===== config.mk =====
export PLATFORM = sky130hd
export DESIGN_NAME = axis_to_pull
export DESIGN_NICKNAME = d
export VERILOG_FILES = /design/src/rtl/axis_to_pull_pkg.sv /design/src/rtl/axis_to_pull_ram.sv /design/src/rtl/axis_to_pull.sv
export SDC_FILE = /design/constraint.sdc
export NUM_CORES = 1
export LEC_CHECK = 0
export BUFFER_PORTS_ARGS = -buffer_cell sky130_fd_sc_hd__buf_2
export CAP_MARGIN = 20
export CELL_PAD_IN_SITES_DETAIL_PLACEMENT = 1
export CELL_PAD_IN_SITES_GLOBAL_PLACEMENT = 1
export CORE_MARGIN = 2
export CORE_UTILIZATION = 50
export CTS_CLUSTER_SIZE = 40
export DETAILED_ROUTE_END_ITERATION = 6
export PLACE_DENSITY_LB_ADDON = 0.1
export REMOVE_ABC_BUFFERS = 1
export SLEW_MARGIN = 20
export SYNTH_ARGS = -nofsm -noshare
export SYNTH_HDL_FRONTEND = slang
export SYNTH_HIERARCHICAL = 1
export SYNTH_SLANG_ARGS = --single-unit
export TNS_END_PERCENT = 5

===== constraint.sdc =====
create_clock -name clock -period 3.7 [get_ports clock]
set_input_delay 0.37 -clock clock [delete_from_list [all_inputs] [get_ports clock]]
set_output_delay 0.37 -clock clock [all_outputs]
set_load 0.1 [all_outputs]

===== src/rtl/axis_to_pull_pkg.sv =====
// Shared definitions for the axis_to_pull stream-to-pull FIFO.
//   DEF_WIDTH / DEF_SIZE_LOG2 : default data width and log2 RAM depth
//   aempty_default()          : default almost-empty threshold, half the RAM depth
package axis_to_pull_pkg;

  localparam int unsigned DEF_WIDTH     = 8;
  localparam int unsigned DEF_SIZE_LOG2 = 4;

  function automatic int unsigned aempty_default(input int unsigned size_log2);
    return 32'd1 << (size_log2 - 32'd1);
  endfunction

endpackage


===== src/rtl/axis_to_pull_ram.sv =====
// Simple dual-port distributed RAM with one write port and a registered read port.
//   clock   : write and read clock (rising edge)
//   wenable : write strobe; wdata is stored at waddr
//   renable : read strobe; rdata loads mem[raddr] and holds otherwise
//   rdata   : registered read data, not reset
module axis_to_pull_ram #(
  parameter int unsigned WIDTH  = 8,
  parameter int unsigned ADDR_W = 4
) (
  input  logic              clock,
  input  logic              wenable,
  input  logic [ADDR_W-1:0] waddr,
  input  logic [WIDTH-1:0]  wdata,
  input  logic              renable,
  input  logic [ADDR_W-1:0] raddr,
  output logic [WIDTH-1:0]  rdata
);

  logic [WIDTH-1:0] mem_q [2**ADDR_W];
  logic [WIDTH-1:0] rdata_q;
  logic [WIDTH-1:0] rdata_d;

  always_comb begin
    rdata_d = rdata_q;
    if (renable) rdata_d = mem_q[raddr];
  end

  always_ff @(posedge clock) begin
    if (wenable) mem_q[waddr] <= wdata;
    rdata_q <= rdata_d;
  end

  assign rdata = rdata_q;

endmodule


===== src/rtl/axis_to_pull.sv =====
// AXI-stream to pull-interface FIFO. Stream words are written into a RAM and the
// head word is kept in a registered output stage the consumer strobes away.
//   clock, resetn   : single rising-edge clock, asynchronous active-low reset
//   idata/ivalid/iready : stream input; iready depends on registers only
//   odata/oempty    : head word, valid while oempty=0
//   oenable         : consumer takes odata this cycle
//   oaempty         : registered almost-empty flag (RAM count < AEMPTY_LIMIT)
//   underflow       : sticky, set by oenable while oempty, cleared by reset only
//   ocount          : total words held (RAM + output register); present only
//                     when AXIS_TO_PULL_COUNT_EN is defined
module axis_to_pull
  import axis_to_pull_pkg::*;
#(
  parameter int unsigned WIDTH        = DEF_WIDTH,
  parameter int unsigned SIZE_LOG2    = DEF_SIZE_LOG2,
  parameter int unsigned AEMPTY_LIMIT = aempty_default(SIZE_LOG2)
) (
  input  logic             clock,
  input  logic             resetn,
  input  logic [WIDTH-1:0] idata,
  input  logic             ivalid,
  output logic             iready,
  output logic [WIDTH-1:0] odata,
  output logic             oempty,
  input  logic             oenable,
  output logic             oaempty,
  output logic             underflow
`ifdef AXIS_TO_PULL_COUNT_EN
  ,
  output logic [SIZE_LOG2:0] ocount
`endif
);

  localparam logic [SIZE_LOG2:0] AEMPTY_W = (SIZE_LOG2+1)'(AEMPTY_LIMIT);

  logic [SIZE_LOG2-1:0] waddr_q, waddr_d;
  logic [SIZE_LOG2-1:0] raddr_q, raddr_d;
  logic                 ovalid_q, ovalid_d;
  logic                 oaempty_q, oaempty_d;
  logic                 underflow_q, underflow_d;

  logic [SIZE_LOG2-1:0] size;
  logic                 wenable;
  logic                 renable;

  always_comb begin
    size    = waddr_q - raddr_q;
    iready  = ~&size;
    wenable = ivalid & iready;
    // Refill the output register whenever it is free or being taken this cycle.
    renable = (|size) & (~ovalid_q | oenable);

    waddr_d     = wenable ? waddr_q + SIZE_LOG2'(1) : waddr_q;
    raddr_d     = renable ? raddr_q + SIZE_LOG2'(1) : raddr_q;
    ovalid_d    = renable | (ovalid_q & ~oenable);
    oaempty_d   = {1'b0, size} < AEMPTY_W;
    underflow_d = underflow_q | (oenable & ~ovalid_q);
  end

  always_ff @(posedge clock or negedge resetn) begin
    if (!resetn) begin
      waddr_q     <= '0;
      raddr_q     <= '0;
      ovalid_q    <= 1'b0;
      oaempty_q   <= 1'b1;
      underflow_q <= 1'b0;
    end else begin
      waddr_q     <= waddr_d;
      raddr_q     <= raddr_d;
      ovalid_q    <= ovalid_d;
      oaempty_q   <= oaempty_d;
      underflow_q <= underflow_d;
    end
  end

  axis_to_pull_ram #(
    .WIDTH  (WIDTH),
    .ADDR_W (SIZE_LOG2)
  ) u_ram (
    .clock   (clock),
    .wenable (wenable),
    .waddr   (waddr_q),
    .wdata   (idata),
    .renable (renable),
    .raddr   (raddr_q),
    .rdata   (odata)
  );

  always_comb begin
    oempty    = ~ovalid_q;
    oaempty   = oaempty_q;
    underflow = underflow_q;
  end

`ifdef AXIS_TO_PULL_COUNT_EN
  always_comb ocount = {1'b0, size} + {{SIZE_LOG2{1'b0}}, ovalid_q};
`endif

endmodule


; ---- Word-level counts from Yosys, hierarchy flattened
; Memories as Yosys holds them, arrays and structs flattened. A register that Yosys moved wholly into a read port is not among the register bits.
; Cells that the tools add are included.
[word_totals]
regBits = 11
ram_bits = 128
in_bits = 12
out_inout_bits = 12
n_memories = 1
[mem_list]
columns = name, depth, word_bits, rd, rd_clocked_by_memory_dff, wr, line_no
row1 = u_ram.mem_q, 16, 8, 1, 1, 1, axis_to_pull_ram.sv:19  ; logic [WIDTH-1:0] mem_q [2**ADDR_W];
[classes]
addsub = 3
magnitude_cmp = 1
n_mux = 2
bitwise_logic = 9
n_reduce_logical = 3
[ops]
columns = cell, count
row1 = $add A4 B1 Y4 const B, 2
row2 = $and A1 B1 Y1, 4
row3 = $lt A4 B4 Y1 const B, 1
row4 = $reduce_and A4 Y1, 1
row5 = $reduce_or A4 Y1, 1
row6 = $sub A4 B4 Y4, 1
row7 = $or A1 B1 Y1, 3
row8 = $mux W1, 2
row9 = $not A1 Y1, 2
row10 = $logic_not A1 Y1, 1

; ---- Depth between registers and ports, before layout
; Gate-level depths: netlist of run 1.
[logic_depth]
ltp_word = 6
mapped_depth = 10
depth_no_buf = 10

; ---- By module
; Netlist of run 1, hierarchy kept.
[by_module_without_submodules]
columns = module, instances, cells_each, area_each_um2, seq_area_each_um2
row1 = axis_to_pull_ram, 1, 229, 5227.5, 4083.9
row2 = axis_to_pull, 1, 55, 644.4, 276.5

; ---- Least setup slack after synthesis of run 1
; Ideal clock, no wire load.
[synth_path]
kind = register -> register
start = register waddr_q[1]
end = memory u_ram.mem_q[0][0], enable pin
setup_ns = 0.383
t_arrival_ns = 2.808
path_slack_ns = 0.508
stages_incl_launch_ff = 9
path_buffers = 0
synth_period_minus_slack_ns = 3.192
path_cell_list = dfrtp_1 > ha_1 > and3b_1 > o21ai_0 > and2_4 > o21ai_4 > inv_1 > or3b_2 > nor3_1
[synth_via]
elab_chain_cells = 6
[synth_rtl]
columns = item, line_no
row1 = start: declaration, axis_to_pull.sv:36  ; logic [SIZE_LOG2-1:0] waddr_q, waddr_d;
row2 = start signal: assignment, axis_to_pull.sv:68  ; waddr_q <= waddr_d;
row3 = $sub A4 B4 Y4, axis_to_pull.sv:47  ; size = waddr_q - raddr_q;
row4 = $reduce_and A4 Y1, axis_to_pull.sv:48  ; iready = ~&size;
row5 = $logic_not A1 Y1, axis_to_pull.sv:48
row6 = $and A1 B1 Y1, axis_to_pull.sv:49  ; wenable = ivalid & iready;
row7 = via wenable, axis_to_pull.sv:43  ; logic wenable;
row8 = $mux W1, axis_to_pull_ram.sv:29  ; if (wenable) mem_q[waddr] <= wdata;
row9 = $mux W1 (not written as such), axis_to_pull_ram.sv:29
row10 = end: declaration, axis_to_pull_ram.sv:19
; The timed path passes the listed nets, and every way through them passes these cells.

; ---- Worst setup path after layout of run 1
[layout_path]
start = register raddr_q[2]
end = memory u_ram.mem_q[2][2], enable pin
[layout_via]
elab_chain_cells = 6
[layout_rtl]
columns = item, line_no
row1 = start: declaration, axis_to_pull.sv:37  ; logic [SIZE_LOG2-1:0] raddr_q, raddr_d;
row2 = start signal: assignment, axis_to_pull.sv:69  ; raddr_q <= raddr_d;
row3 = $sub A4 B4 Y4, axis_to_pull.sv:47
row4 = $reduce_and A4 Y1, axis_to_pull.sv:48
row5 = $logic_not A1 Y1, axis_to_pull.sv:48
row6 = $and A1 B1 Y1, axis_to_pull.sv:49
row7 = via wenable, axis_to_pull.sv:43
row8 = $mux W1, axis_to_pull_ram.sv:29
row9 = $mux W1 (not written as such), axis_to_pull_ram.sv:29
; The timed path passes the listed nets, and every way through them passes these cells.

==> metrics.cfg, run 1 <==
[run_status]
run_status=finished, final reports clean

[floorplan]
initial_core_utilization_pct=51.4
floorplan.core_area_um2=11400
dieWidth_um=112
die_height_um=112
die_area_um2=12600
design.portCount=24
floorplan.rows=39

[placed_design]
place.port_buffers=23
place_worst_setup_slack_ns=0.361
gp_routability_congestion=0.771
hpwl_mm=7.57

[pwr]
share_clk_of_total_power_pct=28.8
power.sequential.fraction_pct=36.3
total_power_uw=6250
power_leakage_uw=0.00232
powerDensity_nw_per_um2=924
worst_ir_drop_vdd_v=0.000480
switching_share_pct=35.3
combinationalPowerShare_pct=35.0
power_switching_uw=2210
internal-power_uw=4040

[timing]
final_min_period_over_clock_period_pct=91.0
slew_margin_rel_pct=35.8
clock_skew_ns=0.00952
setup_viol=0
min_period_ns=3.37
hold_ws_ns=0.187
transition_time_at_the_pin_with_the_least_slew_margin_ns=0.960
max_clock_freq_mhz=297
final.setup.worst_slack_ns=0.333
finalHoldViolCount=0
finalMaxSlewViolations=0
fin_tns_setup_ns=0
rsz_0062_raised_after_global_routing=no

[cts]
cts.sink_count=147
clkSlewWorstSetupHoldPaths_ns=0.05
tritoncts=yes
worstSkewPairLatency_ns=0.41
cts-htree-levels=4
root_buffer=clkbuf_16
cts_max_path_buffers=2
numCtsBuffers=17

[global_route]
number_of_antenna_violations_at_the_first_check_in_global_routing=0
first_global_vias=3024
global_route.overflow_total=0
global_route.usage.total_pct=20.8
first_pass_grt_wire_length_mm=18.6
grt_start_max_net_pins=36

[setup_path]
criticalPathCategory=flip-flop to flip-flop
worst_setup_path_startpoint=raddr_q[2]$_DFFE_PN0P_
crit_path_start_kind=flip-flop
rr_worst_depth=9
crit_path_max_fanout=8
worstSetupEndpoint=u_ram/mem_q[2][2]$_DFFE_PP_
worst_r2r_endpoint=u_ram/mem_q[2][2]$_DFFE_PP_
crit_arrival_ns=3.40
crit_required_ns=3.74
worst-r2r-setup-slack_ns=0.33
cp-end-kind=flip-flop
worstReg2RegStart=raddr_q[2]$_DFFE_PN0P_

[logic_synthesis]
yosysTopAreaCellShare_pct=69.6
synthCells=284
ys_ff_latch=147
netlist_area_um2=5870
synth.lib_cells_used.distinct=39
yosys.area.top_type=edfxtp_1
synth.top_cells.by_area=edfxtp_1 70%, mux4_2 6.9%, mux4_1 6.3%
postSynthAreaPerCell_um2=20.7
synth_top_cells_by_count=136 x edfxtp_1, 18 x mux4_2, 16 x a22oi_1
commonest_register_cell_after_synthesis=edfxtp_1
asyncSetResetFlopFracSynth_pct=7.48
synth_enable_flop_cells=136
share_of_the_yosys_chip_area_belonging_to_registers_pct=74.3
number_of_warnings_printed_during_yosys_synthesis=6
leading_cell_type_by_number_of_instances_after_synthesis=edfxtp_1

[hold_path]
worstHoldStart=oenable
worst_hold_path_type=input port to flip-flop

[routing]
detailroute.via_count=2822
firstDrtPassIters=4
avgViaCountPerCell=5.89
wl_met3_um=479
met2_wirelength_mm=5.82
drt_iter0_markers=159
detail_route.wirelength.met1_mm=5.55
routed.top_layer=met4
drtAntennaViolNets=0
totalWireLength_mm=12.0
route.detailed.drc=0
drt-wirelength-per-cell_um=25.1

[layout]
design.final.nets=342
multiInputGateArea_um2=1400
antennaDiodeCount=0
drive_above_1_share_pct=24.7
seqCellArea_um2=4360
areaGrowthSynthToFinish_pct=15.2
fill_cells=992

[run]
cap_viol_max_count=0

-- critical path, cell delays in order (launching register included) --
cell,delay (ns)
dfrtp_1,0.46
inv_1,0.09
ha_1,0.32
and3b_1,0.21
o21ai_0,0.36
and2_4,0.28
o21ai_4,0.08
inv_1,0.12
or3b_2,0.51
nor2_1,0.57
-- routing by layer --
metal / global-route usage (%) / up-vias
met5: 0 / -
met4: 8.46 / 0
met3: 4.64 / 16
met2: 31.9 / 70
met1: 29.5 / 1482
li1: - / 1254
-- worst min path at each step --
| stage | depth (start not counted) | slack, ns | end |
|---|---|---|---|
| 3_5_place_dp | 1 | 0.26 | waddr_q[3]$_DFFE_PN0P_ |
| 4_1_cts | 2 | 0.17 | underflow$_DFF_PN0_ |
| 3_3_place_gp | 1 | 0.26 | waddr_q[3]$_DFFE_PN0P_ |
| 6_report | 2 | 0.19 | underflow$_DFF_PN0_ |
| 5_1_grt | 2 | 0.18 | underflow$_DFF_PN0_ |
| 2_1_floorplan | 0 | 0.07 | ovalid_q$_DFF_PN0_ |
-- kinds of logic (layout without fill, tap and decap cells) --
logic type,Yosys count,count (layout),synth area share (%)
flops,147,147,74.3
xor+xnor,8,8,1.19
compound gates,25,25,3.45
fa+ha+maj,6,6,1.41
simple gates,49,49,4.41
mux,33,33,13.4
buf+inv,16,68,1.85
-- cells in the final DEF, fill, tap and decap left out, types with 3 or more instances in the layout --
cell type	netlist	routed
edfxtp_1	136	136
buf_2	3	23
mux4_2	18	18
clkbuf_16	0	17
a22oi_1	16	16
nor2_1	14	14
mux4_1	14	14
nand2_1	11	11
dfrtp_1	10	9
buf_4	1	7
inv_1	6	6
xnor2_1	5	5
ha_1	5	5
bufinv_16	0	5
clkinv_1	0	5
nand3b_1	4	4
nor3_1	4	4
xor2_1	3	3
-- stage by stage --
| stage | cell area [um^2] | cells | utilization, % |
|---|---|---|---|
| finish | 6760 | 479 | 59.2 |
| CTS | 6760 | 479 | 59.2 |
| detailed placement | 6130 | 447 | 53.7 |
| global route | 6760 | 479 | 59.2 |
| floorplan | 5790 | 274 | - |
| global placement | 6130 | 447 | 53.7 |
-- what timing repair did --
action / CTS / global route
buffers inserted: 0 / 0
hold endpoints to repair: 10 / 0
resized for setup: 0 / 0
hold buffers: 1 / 0
-- power by group through the flow --
| stage | logic [uW] | registers (uW) | clock network (uW) |
|---|---|---|---|
| 5_1_grt | 2330 | 2290 | 1900 |
| 6_report | 2190 | 2270 | 1800 |
| 2_1_floorplan | 1120 | 2800 | 0 |
| 4_1_cts | 2210 | 2270 | 1830 |
| 3_3_place_gp | 2150 | 2280 | 0 |
| 3_5_place_dp | 2190 | 2300 | 0 |
-- area by class of cell --
class | instances | area share (%)
clock buffer | 18 | 6.35
multi-input combinational | 121 | 20.7
timing repair buffer | 31 | 2.63
inverter | 6 | 0.333
tap | 143 | 2.65
clock inverter | 13 | 2.81
sequential | 147 | 64.5
-- registers in the layout, indices dropped and copies added, names as in the netlist --
name and cells:
u_ram/mem_q 128, u_ram/rdata 8, waddr_q 4, underflow 1
ovalid_q 1, raddr_q 4, oaempty 1
Power figures use the tool's default switching activity.
==> run 2: changes to the inputs <==
--- a/config.mk
+++ b/config.mk
@@ -5,7 +5,6 @@
 export SDC_FILE = /design/constraint.sdc
 export NUM_CORES = 1
 export LEC_CHECK = 0
-export BUFFER_PORTS_ARGS = -buffer_cell sky130_fd_sc_hd__buf_2
 export CAP_MARGIN = 20
 export CELL_PAD_IN_SITES_DETAIL_PLACEMENT = 1
 export CELL_PAD_IN_SITES_GLOBAL_PLACEMENT = 1
@@ -13,6 +12,7 @@
 export CORE_UTILIZATION = 50
 export CTS_CLUSTER_SIZE = 40
 export DETAILED_ROUTE_END_ITERATION = 6
+export DONT_BUFFER_PORTS = 1
 export PLACE_DENSITY_LB_ADDON = 0.1
 export REMOVE_ABC_BUFFERS = 1
 export SLEW_MARGIN = 20
==> run 2 against run 1 <==
Sequential power is 20% higher; utilization is 0.66 points lower; total power is 0.79% lower; worst hold slack worse by 0.14 ns; critical path type unchanged; first-iteration DRC count is 14% lower; critical endpoint is now u_ram/mem_q[5][3]$_DFFE_PP_.
==> metrics.cfg, run 2 (synthesis results as in run 1) <==
[cts]
cts-htree-levels=4  ; unchanged
tritoncts=yes
cts.sink_count=147  ; unchanged
root_buffer=clkbuf_16
clkSlewWorstSetupHoldPaths_ns=0.06  ; about the same
worstSkewPairLatency_ns=0.42  ; about the same
cts-resized-gates=0  ; unchanged
numCtsBuffers=17  ; unchanged
cts.repair_timing.setup_buffer_count=0  ; unchanged
cts_max_path_buffers=2  ; unchanged
cts_hold_buffers=1  ; unchanged

[timing]
finalHoldViolCount=0  ; unchanged
finalMaxSlewViolations=0  ; unchanged
hold_ws_ns=0.0432  ; -0.144 ns
final_min_period_over_clock_period_pct=87.3  ; -3.7 points
clock_skew_ns=0.00703  ; -0.00249 ns
transition_time_at_the_pin_with_the_least_slew_margin_ns=0.920  ; -0.0398 ns
final.setup.worst_slack_ns=0.472  ; +0.139 ns
slew_margin_rel_pct=38.8  ; +3.0 points
rsz_0062_raised_after_global_routing=no
max_clock_freq_mhz=310  ; +4.3%
min_period_ns=3.23  ; -0.139 ns
setup_viol=0  ; unchanged

[routing]
detailroute.via_count=2709  ; -4.0%
drt_iter0_markers=136  ; -14%
avgViaCountPerCell=5.89  ; about the same
route.detailed.drc=0  ; unchanged
totalWireLength_mm=11.7  ; -2.5%
drtAntennaViolNets=0  ; unchanged
firstDrtPassIters=6  ; +2
drt-wirelength-per-cell_um=25.5  ; +1.5%

[pwr]
combinationalPowerShare_pct=26.5  ; -8.5 points
powerDensity_nw_per_um2=927  ; +0.32%
power_leakage_uw=0.00226  ; -2.5%
worst_ir_drop_vdd_v=0.000704  ; +47%
internal-power_uw=4020  ; -0.65%
power_switching_uw=2180  ; -1.0%
power.sequential.fraction_pct=43.8  ; +7.5 points
switching_share_pct=35.2  ; -0.092 points
share_clk_of_total_power_pct=29.7  ; +0.9 points

[floorplan]
die_height_um=112  ; unchanged
dieWidth_um=112  ; unchanged
die_area_um2=12600  ; unchanged
design.portCount=24  ; unchanged
floorplan.rows=39  ; unchanged
initial_core_utilization_pct=51.4  ; unchanged
floorplan.core_area_um2=11400  ; unchanged

[layout]
drive_above_1_share_pct=21.1  ; -3.6 points
seqCellArea_um2=4360  ; unchanged
most-common-layout-cells=136 x edfxtp_1, 18 x mux4_2, 17 x clkbuf_16
registers.top_by_ff_count=u_ram/mem_q
multiInputGateArea_um2=1400  ; unchanged
areaGrowthSynthToFinish_pct=13.9
fill_cells=1007  ; +1.5%
finalInstanceArea_um2=6690  ; -1.1%
largest_register_ffs=128  ; unchanged
antennaDiodeCount=0  ; unchanged
design.final.nets=322  ; -5.8%
layout.cells.most_common=edfxtp_1
finalNonFillerCells=460  ; -4.0%

[global_route]
first_global_vias=2963  ; -2.0%
number_of_antenna_violations_at_the_first_check_in_global_routing=0  ; unchanged
global_route.overflow_total=0  ; unchanged
global_route.usage.total_pct=20.4  ; -0.39 points
first_pass_grt_wire_length_mm=18.0  ; -3.3%
grt_start_max_net_pins=36  ; unchanged

[setup_path]
crit_buf_inv=1  ; -1
crit_path_max_fanout=12  ; +4
critPathSlowestCell=nor2_1
worstSetupPathDepth=8  ; -1
criticalPathCategory=flip-flop to flip-flop
path_delay_family=simple AND/OR/NAND/NOR gates
rr_worst_depth=8  ; -1
crit_required_ns=3.74  ; about the same
crit_path_start_kind=flip-flop
crit_path_cell_trace=ha_1 -> and3b_1 -> o21ai_0 -> and2_4 -> o21ai_4 -> inv_1 -> nand3b_1 -> nor2_1
cp-end-kind=flip-flop
critical-path-max-stage-delay_ns=0.74  ; +0.17 ns
crit_arrival_ns=3.27  ; -0.13 ns

[placed_design]
placed_cells=427  ; -4.5%
place_area_um2=6040  ; -1.5%
hpwl_mm=7.11  ; -6.0%
gp_routability_congestion=0.729  ; -5.4%
place.port_buffers=0  ; -100%
place_worst_setup_slack_ns=0.440  ; +0.0791 ns

[run_status]
run_status=finished, final reports clean

[hold_path]
timing.hold.worst_path_depth=0  ; -2
worst_hold_path_type=input port to flip-flop

[run]
cap_viol_max_count=0  ; unchanged

run 2: worst paths after layout:
check,end,startpoint,slack [ns]
max,u_ram/mem_q[5][3]$_DFFE_PP_,waddr_q[1]$_DFFE_PN0P_,0.47
min,u_ram/mem_q[8][4]$_DFFE_PP_,idata[4],0.04
max reg2reg,u_ram/mem_q[5][3]$_DFFE_PP_,waddr_q[1]$_DFFE_PN0P_,0.47
min reg2reg,waddr_q[2]$_DFFE_PN0P_,waddr_q[2]$_DFFE_PN0P_,0.61
max in group asynchronous,raddr_q[0]$_DFFE_PN0P_,resetn,2.93
min in group asynchronous,underflow$_DFF_PN0_,resetn,0.38
run 2: layer usage:
layer  share of wire (%)  GRT usage [%]  up-vias
met2                  49           31.8       40
met1                  47           27.4     1442
met3                 2.8           6.26       17
li1                    -              -     1210
met4                 1.9           8.13        0
met5                   0              0        -
run 2: area by class of cell:
cell class / count / area share (%)
Timing Repair Buffer: 11 / 1.27
Clock inverter: 14 / 3.11
Clock buffer: 18 / 6.42
Tap cell: 143 / 2.68
Sequential cell: 147 / 65.2
Multi-Input combinational cell: 121 / 21.0
Inverter: 6 / 0.337
run 2: stage by stage:
| step | setup TNS, ns | util [%] | power [uW] |
|---|---|---|---|
| final | 0 | 58.6 | 6200 |
| after global routing | 0 | 58.6 | 6490 |
| after CTS | 0 | 58.6 | 6270 |
| after detailed placement | 0 | 52.9 | 4410 |
| after global placement | 0 | 52.9 | 4360 |
| after floorplan | -7.61 | - | 3920 |
run 2: power groups by stage:
stage          combinational [uW]  clock [uW]  sequential, uW
6_report                     1640        1840            2720
5_1_grt                      1800        1940            2740
4_1_cts                      1680        1870            2720
3_5_place_dp                 1660           0            2750
3_3_place_gp                 1620           0            2730
2_1_floorplan                1120           0            2800
